$ cat src/rtl/csa_resolve_180_pkg.sv
// Shared constants for the 89x89 multiplier datapath.
// Operand widths, CSA output width and CPA segmenting.
package csa_resolve_180_pkg;

   localparam int MUL_OP_W    = 89;
   localparam int MUL_PROD_W  = 2 * MUL_OP_W;
   localparam int WIDTH_180   = 180;
   localparam int SEG_DEFAULT = 45;

   function automatic int nseg_of(input int w, input int s);
      return w / s;
   endfunction

endpackage

$ cat src/rtl/csa_resolve_slice.sv
// One SEG-bit ripple slice of the resolving adder.
// Ports: a, b, cin in; sum (SEG bits), cout out.
module csa_resolve_slice
   import csa_resolve_180_pkg::*;
#(
   parameter int SEG = SEG_DEFAULT
) (
   input  logic [SEG-1:0] a,
   input  logic [SEG-1:0] b,
   input  logic           cin,
   output logic [SEG-1:0] sum,
   output logic           cout
);

   assign {cout, sum} = {1'b0, a} + {1'b0, b}
                      + {{SEG{1'b0}}, cin};

endmodule

$ cat src/rtl/csa_resolve_180.sv
// Pipelined segmented CPA: resolves a CSA (c, s) pair into c + s.
// Ports: clk, rst_n; in_valid/in_ready/in_c/in_s; out_valid/out_ready/out_sum/out_carry.
module csa_resolve_180
   import csa_resolve_180_pkg::*;
#(
   parameter int WIDTH = WIDTH_180,
   parameter int SEG   = SEG_DEFAULT
) (
   input  logic             clk,
   input  logic             rst_n,
   input  logic             in_valid,
   output logic             in_ready,
   input  logic [WIDTH-1:0] in_c,
   input  logic [WIDTH-1:0] in_s,
   output logic             out_valid,
   input  logic             out_ready,
   output logic [WIDTH-1:0] out_sum,
   output logic             out_carry
);

   localparam int NSEG = nseg_of(WIDTH, SEG);

   if (WIDTH % SEG != 0) begin : g_chk
      $error("csa_resolve_180: WIDTH must be a multiple of SEG");
   end

   logic [NSEG-1:0] vld;
   logic [NSEG-1:0] adv;

   for (genvar k = 0; k < NSEG; k++) begin : g_stg
      localparam int LW = (k + 1) * SEG;
      localparam int UW = WIDTH - LW;
      localparam int QW = LW + 2 * UW;

      // q packs {pc, ps, res}: unresolved upper c/s bits
      // above the resolved low LW bits.
      logic [QW-1:0]  q;
      logic [QW-1:0]  d;
      logic           vq;
      logic           cq;
      logic           vin;
      logic           ci;
      logic           co;
      logic [SEG-1:0] a;
      logic [SEG-1:0] b;
      logic [SEG-1:0] s;

      // Closed form of the ready chain: stage k may move
      // if any stage from k to the end has a hole.
      assign adv[k] = out_ready | ~(&vld[NSEG-1:k]);
      assign vld[k] = vq;

      if (k == 0) begin : g_head
         assign a   = in_c[SEG-1:0];
         assign b   = in_s[SEG-1:0];
         assign ci  = 1'b0;
         assign vin = in_valid;
         if (UW > 0) begin : g_up
            assign d = {in_c[WIDTH-1:SEG], in_s[WIDTH-1:SEG], s};
         end else begin : g_end
            assign d = s;
         end
      end else begin : g_body
         localparam int PL = k * SEG;
         localparam int PU = WIDTH - PL;
         logic [PL+2*PU-1:0] p;

         assign p   = g_stg[k-1].q;
         assign ci  = g_stg[k-1].cq;
         assign vin = g_stg[k-1].vq;
         assign b   = p[PL +: SEG];
         assign a   = p[PL+PU +: SEG];
         if (UW > 0) begin : g_up
            assign d = {p[PL+PU+SEG +: UW],
                        p[PL+SEG +: UW],
                        s, p[PL-1:0]};
         end else begin : g_end
            assign d = {s, p[PL-1:0]};
         end
      end

      csa_resolve_slice #(.SEG(SEG)) u_slice (
         .a    (a),
         .b    (b),
         .cin  (ci),
         .sum  (s),
         .cout (co)
      );

      always_ff @(posedge clk or negedge rst_n) begin
         if (!rst_n) begin
            vq <= 1'b0;
            cq <= 1'b0;
            q  <= '0;
         end else if (adv[k]) begin
            vq <= vin;
            cq <= co;
            q  <= d;
         end
      end
   end

   assign in_ready  = adv[0];
   assign out_valid = vld[NSEG-1];
   assign out_sum   = g_stg[NSEG-1].q;
   assign out_carry = g_stg[NSEG-1].cq;

endmodule

$ cat config.mk
export PLATFORM = sky130hd
export DESIGN_NAME = csa_resolve_180
export DESIGN_NICKNAME = d
export VERILOG_FILES = /design/src/rtl/csa_resolve_180_pkg.sv /design/src/rtl/csa_resolve_slice.sv /design/src/rtl/csa_resolve_180.sv
export SDC_FILE = /design/constraint.sdc
export NUM_CORES = 2
export LEC_CHECK = 0
export ABC_CLOCK_PERIOD_IN_PS = 9800
export BUFFER_PORTS_ARGS = -buffer_cell sky130_fd_sc_hd__buf_4
export CAP_MARGIN = 0
export CORE_UTILIZATION = 45
export DETAILED_ROUTE_END_ITERATION = 10
export PLACE_DENSITY = 0.6
export RECOVER_POWER = 25
export SLEW_MARGIN = 10
export SYNTH_ARGS = -nofsm -noshare
export SYNTH_HDL_FRONTEND = slang
export SYNTH_HIERARCHICAL = 1
export SYNTH_SLANG_ARGS = --single-unit
$ cat constraint.sdc
create_clock -name clk -period 9.8 [get_ports clk]
set_input_delay 0.49 -clock clk [delete_from_list [all_inputs] [get_ports clk]]
set_output_delay 0.49 -clock clk [all_outputs]
set_load 0.01 [all_outputs]
## After elaboration in Yosys (flattened, before gate mapping)

Cells that the tools add are included.

- Register bits after elaboration: 998
- Input bits: 364
- Output and inout port bits: 183
- Word-level logic and storage cells: 30

- Add/sub/neg operators: 7
- Bitwise gates (word level): 8
- Reduce and logical (&&, ||, !) cells: 3

Operator list:

| kind | count |
|---|---|
| $add A45 B45 Y46 | 4 |
| $add A46 B1 Y46 | 3 |
| $not A1 Y1 | 4 |
| $or A1 B1 Y1 | 4 |
| $reduce_and A4 Y1 | 1 |
| $reduce_and A3 Y1 | 1 |
| $reduce_and A2 Y1 | 1 |

## Depth between registers and ports, before layout

- Word-level depth: 3
- Gate-level depth with buffers: 13
- Mapped depth without buffers: 13

## Cells and area by module

Netlist, hierarchy kept.

By module, submodules not included:

| module | times used | cells an instance | area an instance (um^2) | seq. area each (um^2) |
|---|---|---|---|---|
| csa_resolve_180 | 1 | 2,111 | 36,837.8 | 24,974.0 |
| csa_resolve_slice (g_stg[2].u_slice ...) | 2 | 402 | 2,786.4 | 0.0 |
| csa_resolve_slice (g_stg[0].u_slice ...) | 2 | 382 | 2,582.5 | 0.0 |

## Worst setup path after synthesis

OpenSTA, ideal clock, no wires.

- Path kind: in2reg
- From: in in_c[0]
- To: reg g_stg[0].q[38]
- Setup time: 0.125 ns
- Data arrival time: 3.162 ns
- Required time: 9.675 ns
- Path slack: 6.513 ns
- Stages: 13
- Path buffers: 0
- Cell sequence: inv_1 -> fa_1 -> fa_1 -> nor2b_1 -> o211ai_1 -> a31oi_1 -> and3b_1 -> o21bai_1 -> a221o_1 -> a31oi_1 -> o211ai_1 -> nand3_1 -> mux2_2

- Word-level cells in the longest chain between the ends: 1

RTL lines:

| element | RTL line | text |
|---|---|---|
| from (decl) | csa_resolve_180.sv:13 | `input logic [WIDTH-1:0] in_c,` |
| $add A45 B45 Y46 | csa_resolve_slice.sv:15 | `assign {cout, sum} = {1'b0, a} + {1'b0, b}` |
| net g_stg[0].s[38] | csa_resolve_180.sv:46 | `logic [SEG-1:0] s;` |
| to (signal assigned) | csa_resolve_180.sv:94 | `q <= '0;` |
| to (signal assigned) | csa_resolve_180.sv:98 | `q <= d;` |
| to (decl) | csa_resolve_180.sv:37 | `logic [QW-1:0] q;` |

The timed path passes the listed nets, and every way through them passes these cells.
A chain may end at the register's enable or synchronous reset.

==> flow_metrics.py <==
metrics = {
    "setup_path": {
        "max_stage_delay_ps": 2090,
        "worstPathRequired_ps": 9940,
        "cp_max_fo": 101,
        "r2r_slack_ps": 6110,
        "crit_path_top_delay_cell": "clkbuf_1",
        "path_cells": "dlygate4sd3_1 > buf_8 > clkbuf_1",
        "r2r_start": "g_stg[0].q[180]",
        "crit_path_start_kind": "primary input",
        "cp-end-kind": "asynchronous set/reset pin",
        "critPathBufInv": 3,
        "path_delay_family": "buffers and inverters",
        "arrival_ps": 3830,
        "path_class": "in -> async",
        "r2r-end": "g_stg[1].q[89]",
        "reg2reg_depth": 13,
    },
    "global_routing": {
        "top_usage_layer": "met2",
        "grt_usage_pct": 21.6,
        "grt_pass1_wl_um": 183000,
        "grt_pass1_vias": 31900,
        "use_met3_pct": 5.01,
        "grt_max_degree": 177,
        "grt_overflow_total": 0,
        "grt_util_met1_pct": 29.5,
        "gr-usage-met2_pct": 34.8,
        "antenna_found_initial": 23,
    },
    "synth": {
        "synth.lib_cells_used.distinct": 79,
        "syn-cell-area_um2": 47600,
        "synth_commonest_cells": "998 x dfrtp_1, 815 x mux2_2, 202 x a21oi_1, 179 x mux2_1, 176 x ha_1",
        "syn-num-nets": 4227,
        "synth-async-reset-ratio_pct": 100,
        "yosysWarnings": 6,
        "synth_edf_count": 0,
        "post-synth-top-count-cell": "dfrtp_1",
        "synthCells": 3679,
        "ys_seq_elements": 998,
        "yosys.area.top_type_share_pct": 52.5,
        "synth-seq-area-share_pct": 52.5,
        "ys.flop_type": "dfrtp_1",
        "synth_area_leaders": "dfrtp_1 52%, mux2_2 19%, ha_1 4.6%, mux2_1 4.2%, a21oi_1 2.1%",
        "yosysTopAreaCell": "dfrtp_1",
        "synth.avg_cell_area_um2": 12.9,
    },
    "clock_network": {
        "clockBufferDepth": 3,
        "clockRootBuffer": "clkbuf_16",
        "ctsHtreeMaxLevel": 3,
        "clkSlewWorstSetupHoldPaths_ps": 60,
        "numCtsBuffers": 109,
        "cts_tree": "done",
        "clk_latency_ps": 680,
        "clock-sinks": 998,
    },
    "timing": {
        "hold_violations": 0,
        "rsz0062_at_grt": "false",
        "setup_viol": 0,
        "period_share_pct": 37.7,
        "fin_tns_setup_ps": 0,
        "worst_clock_skew_ps": 18.1,
        "period_needed_ps": 3690,
        "tightest_slew_ps": 2890,
        "fmax_mhz": 271,
        "setup_ws_ps": 6110,
        "slew_viol_final": 94,
        "slew_headroom_pct": -92.5,
    },
    "drt": {
        "viasPerCell": 5.35,
        "dr.pass1.iters": 5,
        "postRouteAntennaNets": 0,
        "drt_iter0_markers": 1463,
        "drc_errors": 0,
        "finalWirelength_um": 115000,
        "routed-via-count": 31000,
        "post_drt_wl_per_cell_um": 19.9,
    },
    "min_path": {
        "hold_end": "g_stg[0].q[274]",
        "worstHoldStart": "in_c[139]",
        "hold_path_class": "in -> reg",
        "hold_depth": 2,
    },
    "cells_and_area": {
        "fin_nets": 4876,
        "fillers": 9097,
        "syn2layout_area_growth_pct": 20.1,
        "drive_above_1_share_pct": 32.4,
        "finish.instance_area_um2": 57200,
    },
    "placed_design": {
        "io_buffers": 546,
        "place_ws_ps": 5860,
        "placed_area_um2": 52800,
        "place_hpwl_um": 81300,
        "place_congestion": 0.883,
    },
    "pwr": {
        "power_density_nw_per_um2": 256,
        "leakage_nw": 25.1,
        "peakVddDrop_v": 0.000171,
    },
    "floorplan": {
        "fp.dieW_um": 327,
        "die_area_um2": 107000,
        "fp.coreArea_um2": 104000,
        "num_io_pins": 547,
        "rows": 118,
        "start_util_pct": 45.6,
        "die_h_um": 327,
    },
    "status": {
        "outcome": "finished with violations",
        "violations": "capacitance limit, slew limit",
    },
    "flow_run": {
        "cap_violations": 2,
    },
}
## per-stage QoR
step / util (%) / cells / hold WS [ps] / total power, mW
2_1_floorplan: - / 3679 / 194 / 9.03
3_3_place_gp: 50.6 / 5450 / 443 / 10.8
3_5_place_dp: 50.6 / 5450 / 453 / 10.9
4_1_cts: 55.5 / 5784 / 0.0211 / 15.1
5_1_grt: 54.8 / 5789 / 7.76 / 15.5
6_report: 54.8 / 5790 / 49.0 / 14.6
## placed cells by master, fill, tap and decap left out, types with 12 or more instances in the layout
cell / synthesis / routed
o21a_1: 14 / 14
nand4_1: 41 / 41
a21o_1: 86 / 86
buf_4: 2 / 374
and3_1: 18 / 18
a31oi_1: 20 / 20
dfrtp_1: 998 / 998
dlygate4sd3_1: 0 / 147
nor2_1: 104 / 104
xnor2_1: 96 / 96
clkbuf_16: 0 / 110
xor2_1: 66 / 66
o31ai_1: 14 / 14
mux2_2: 815 / 815
clkbuf_8: 2 / 24
a21oi_1: 202 / 202
and2_1: 12 / 12
nand2b_1: 13 / 13
nand3_1: 53 / 52
o21bai_1: 26 / 26
clkinv_2: 0 / 15
o211ai_1: 12 / 12
ha_1: 176 / 176
nor2b_1: 12 / 13
inv_1: 74 / 74
nand2_1: 169 / 168
o21ai_0: 86 / 86
nor3_1: 32 / 32
clkbuf_1: 61 / 206
mux2_1: 179 / 179
## worst reg2reg max path, cell delays in order, from the launching register on
cell and delay (ps):
dfrtp_1 340, inv_1 60, fa_1 490, fa_1 430
nor2b_1 180, o211ai_1 150, a31oi_1 210, and3b_1 250
o21bai_1 440, a221o_1 310, a21oi_1 140, o21ai_0 220
xor2_1 90, mux2_2 270
## repair_timing
item	CTS	global route
hold buffers	147	0
endpoints found under the setup margin	0	0
resized for setup	0	0
setup buffers	0	0
endpoints found under the hold margin	241	0
## final cells by class
| class | instances | area [um^2] | area share, % |
|---|---|---|---|
| repair buffers | 714 | 5130 | 8.97 |
| diodes | 6 | 15.0 | 0.0263 |
| clock inverters | 32 | 438 | 0.766 |
| flip-flops and latches | 998 | 25000 | 43.7 |
| well taps | 1380 | 1730 | 3.02 |
| inverters | 74 | 278 | 0.486 |
| multi-input cells | 2431 | 21400 | 37.5 |
| clock buffers | 155 | 3160 | 5.53 |
## flip-flops by register name (all words and copies together), names as in the netlist
name,cells
g_stg.cq,3
g_stg.q,810
g_stg.vq,3
out_carry,1
out_sum,180
out_valid,1
## cells by family (layout without fill, tap and decap cells)
family / count (synthesis) / count (layout) / synth area share [%]
XOR/XNOR: 162 / 162 / 2.98
adder cells (fa/ha/maj): 184 / 184 / 4.97
AO/OA/AOI/OAI: 578 / 578 / 8.25
flip-flops: 998 / 998 / 52.5
AND/OR/NAND/NOR: 512 / 512 / 5.29
other: 1 / 7 / 0.00788
multiplexers: 994 / 994 / 23.5
buffers and inverters: 250 / 975 / 2.49
## metal layers
metal / share of wire [%] / routed length (um)
met1: 45 / 52300
met3: 5.4 / 6250
met5: 0.20 / 234
met2: 47 / 53500
met4: 2.3 / 2680
## power breakdown
group / switching, mW / leakage (nW) / internal [mW]
Combinational: 2.29 / 11.7 / 2.19
Clock: 1.63 / 1.76 / 2.48
Sequential: 0.738 / 11.6 / 5.30
## how the worst max path moves through the flow
| stage | start | to | slack [ps] | cells past startpoint |
|---|---|---|---|---|
| 4_1_cts | g_stg[0].q[180] | g_stg[1].q[89] | 6080 | 13 |
| 6_report | rst_n | g_stg[2].q[183] | 6110 | 3 |
| 3_3_place_gp | in_s[0] | g_stg[0].q[44] | 5900 | 14 |
| 2_1_floorplan | in_c[0] | g_stg[0].q[38] | 6510 | 13 |
| 3_5_place_dp | in_c[0] | g_stg[0].q[40] | 5860 | 14 |
| 5_1_grt | rst_n | g_stg[1].vq | 5390 | 3 |
No activity file was read; power rests on OpenSTA's default activity.
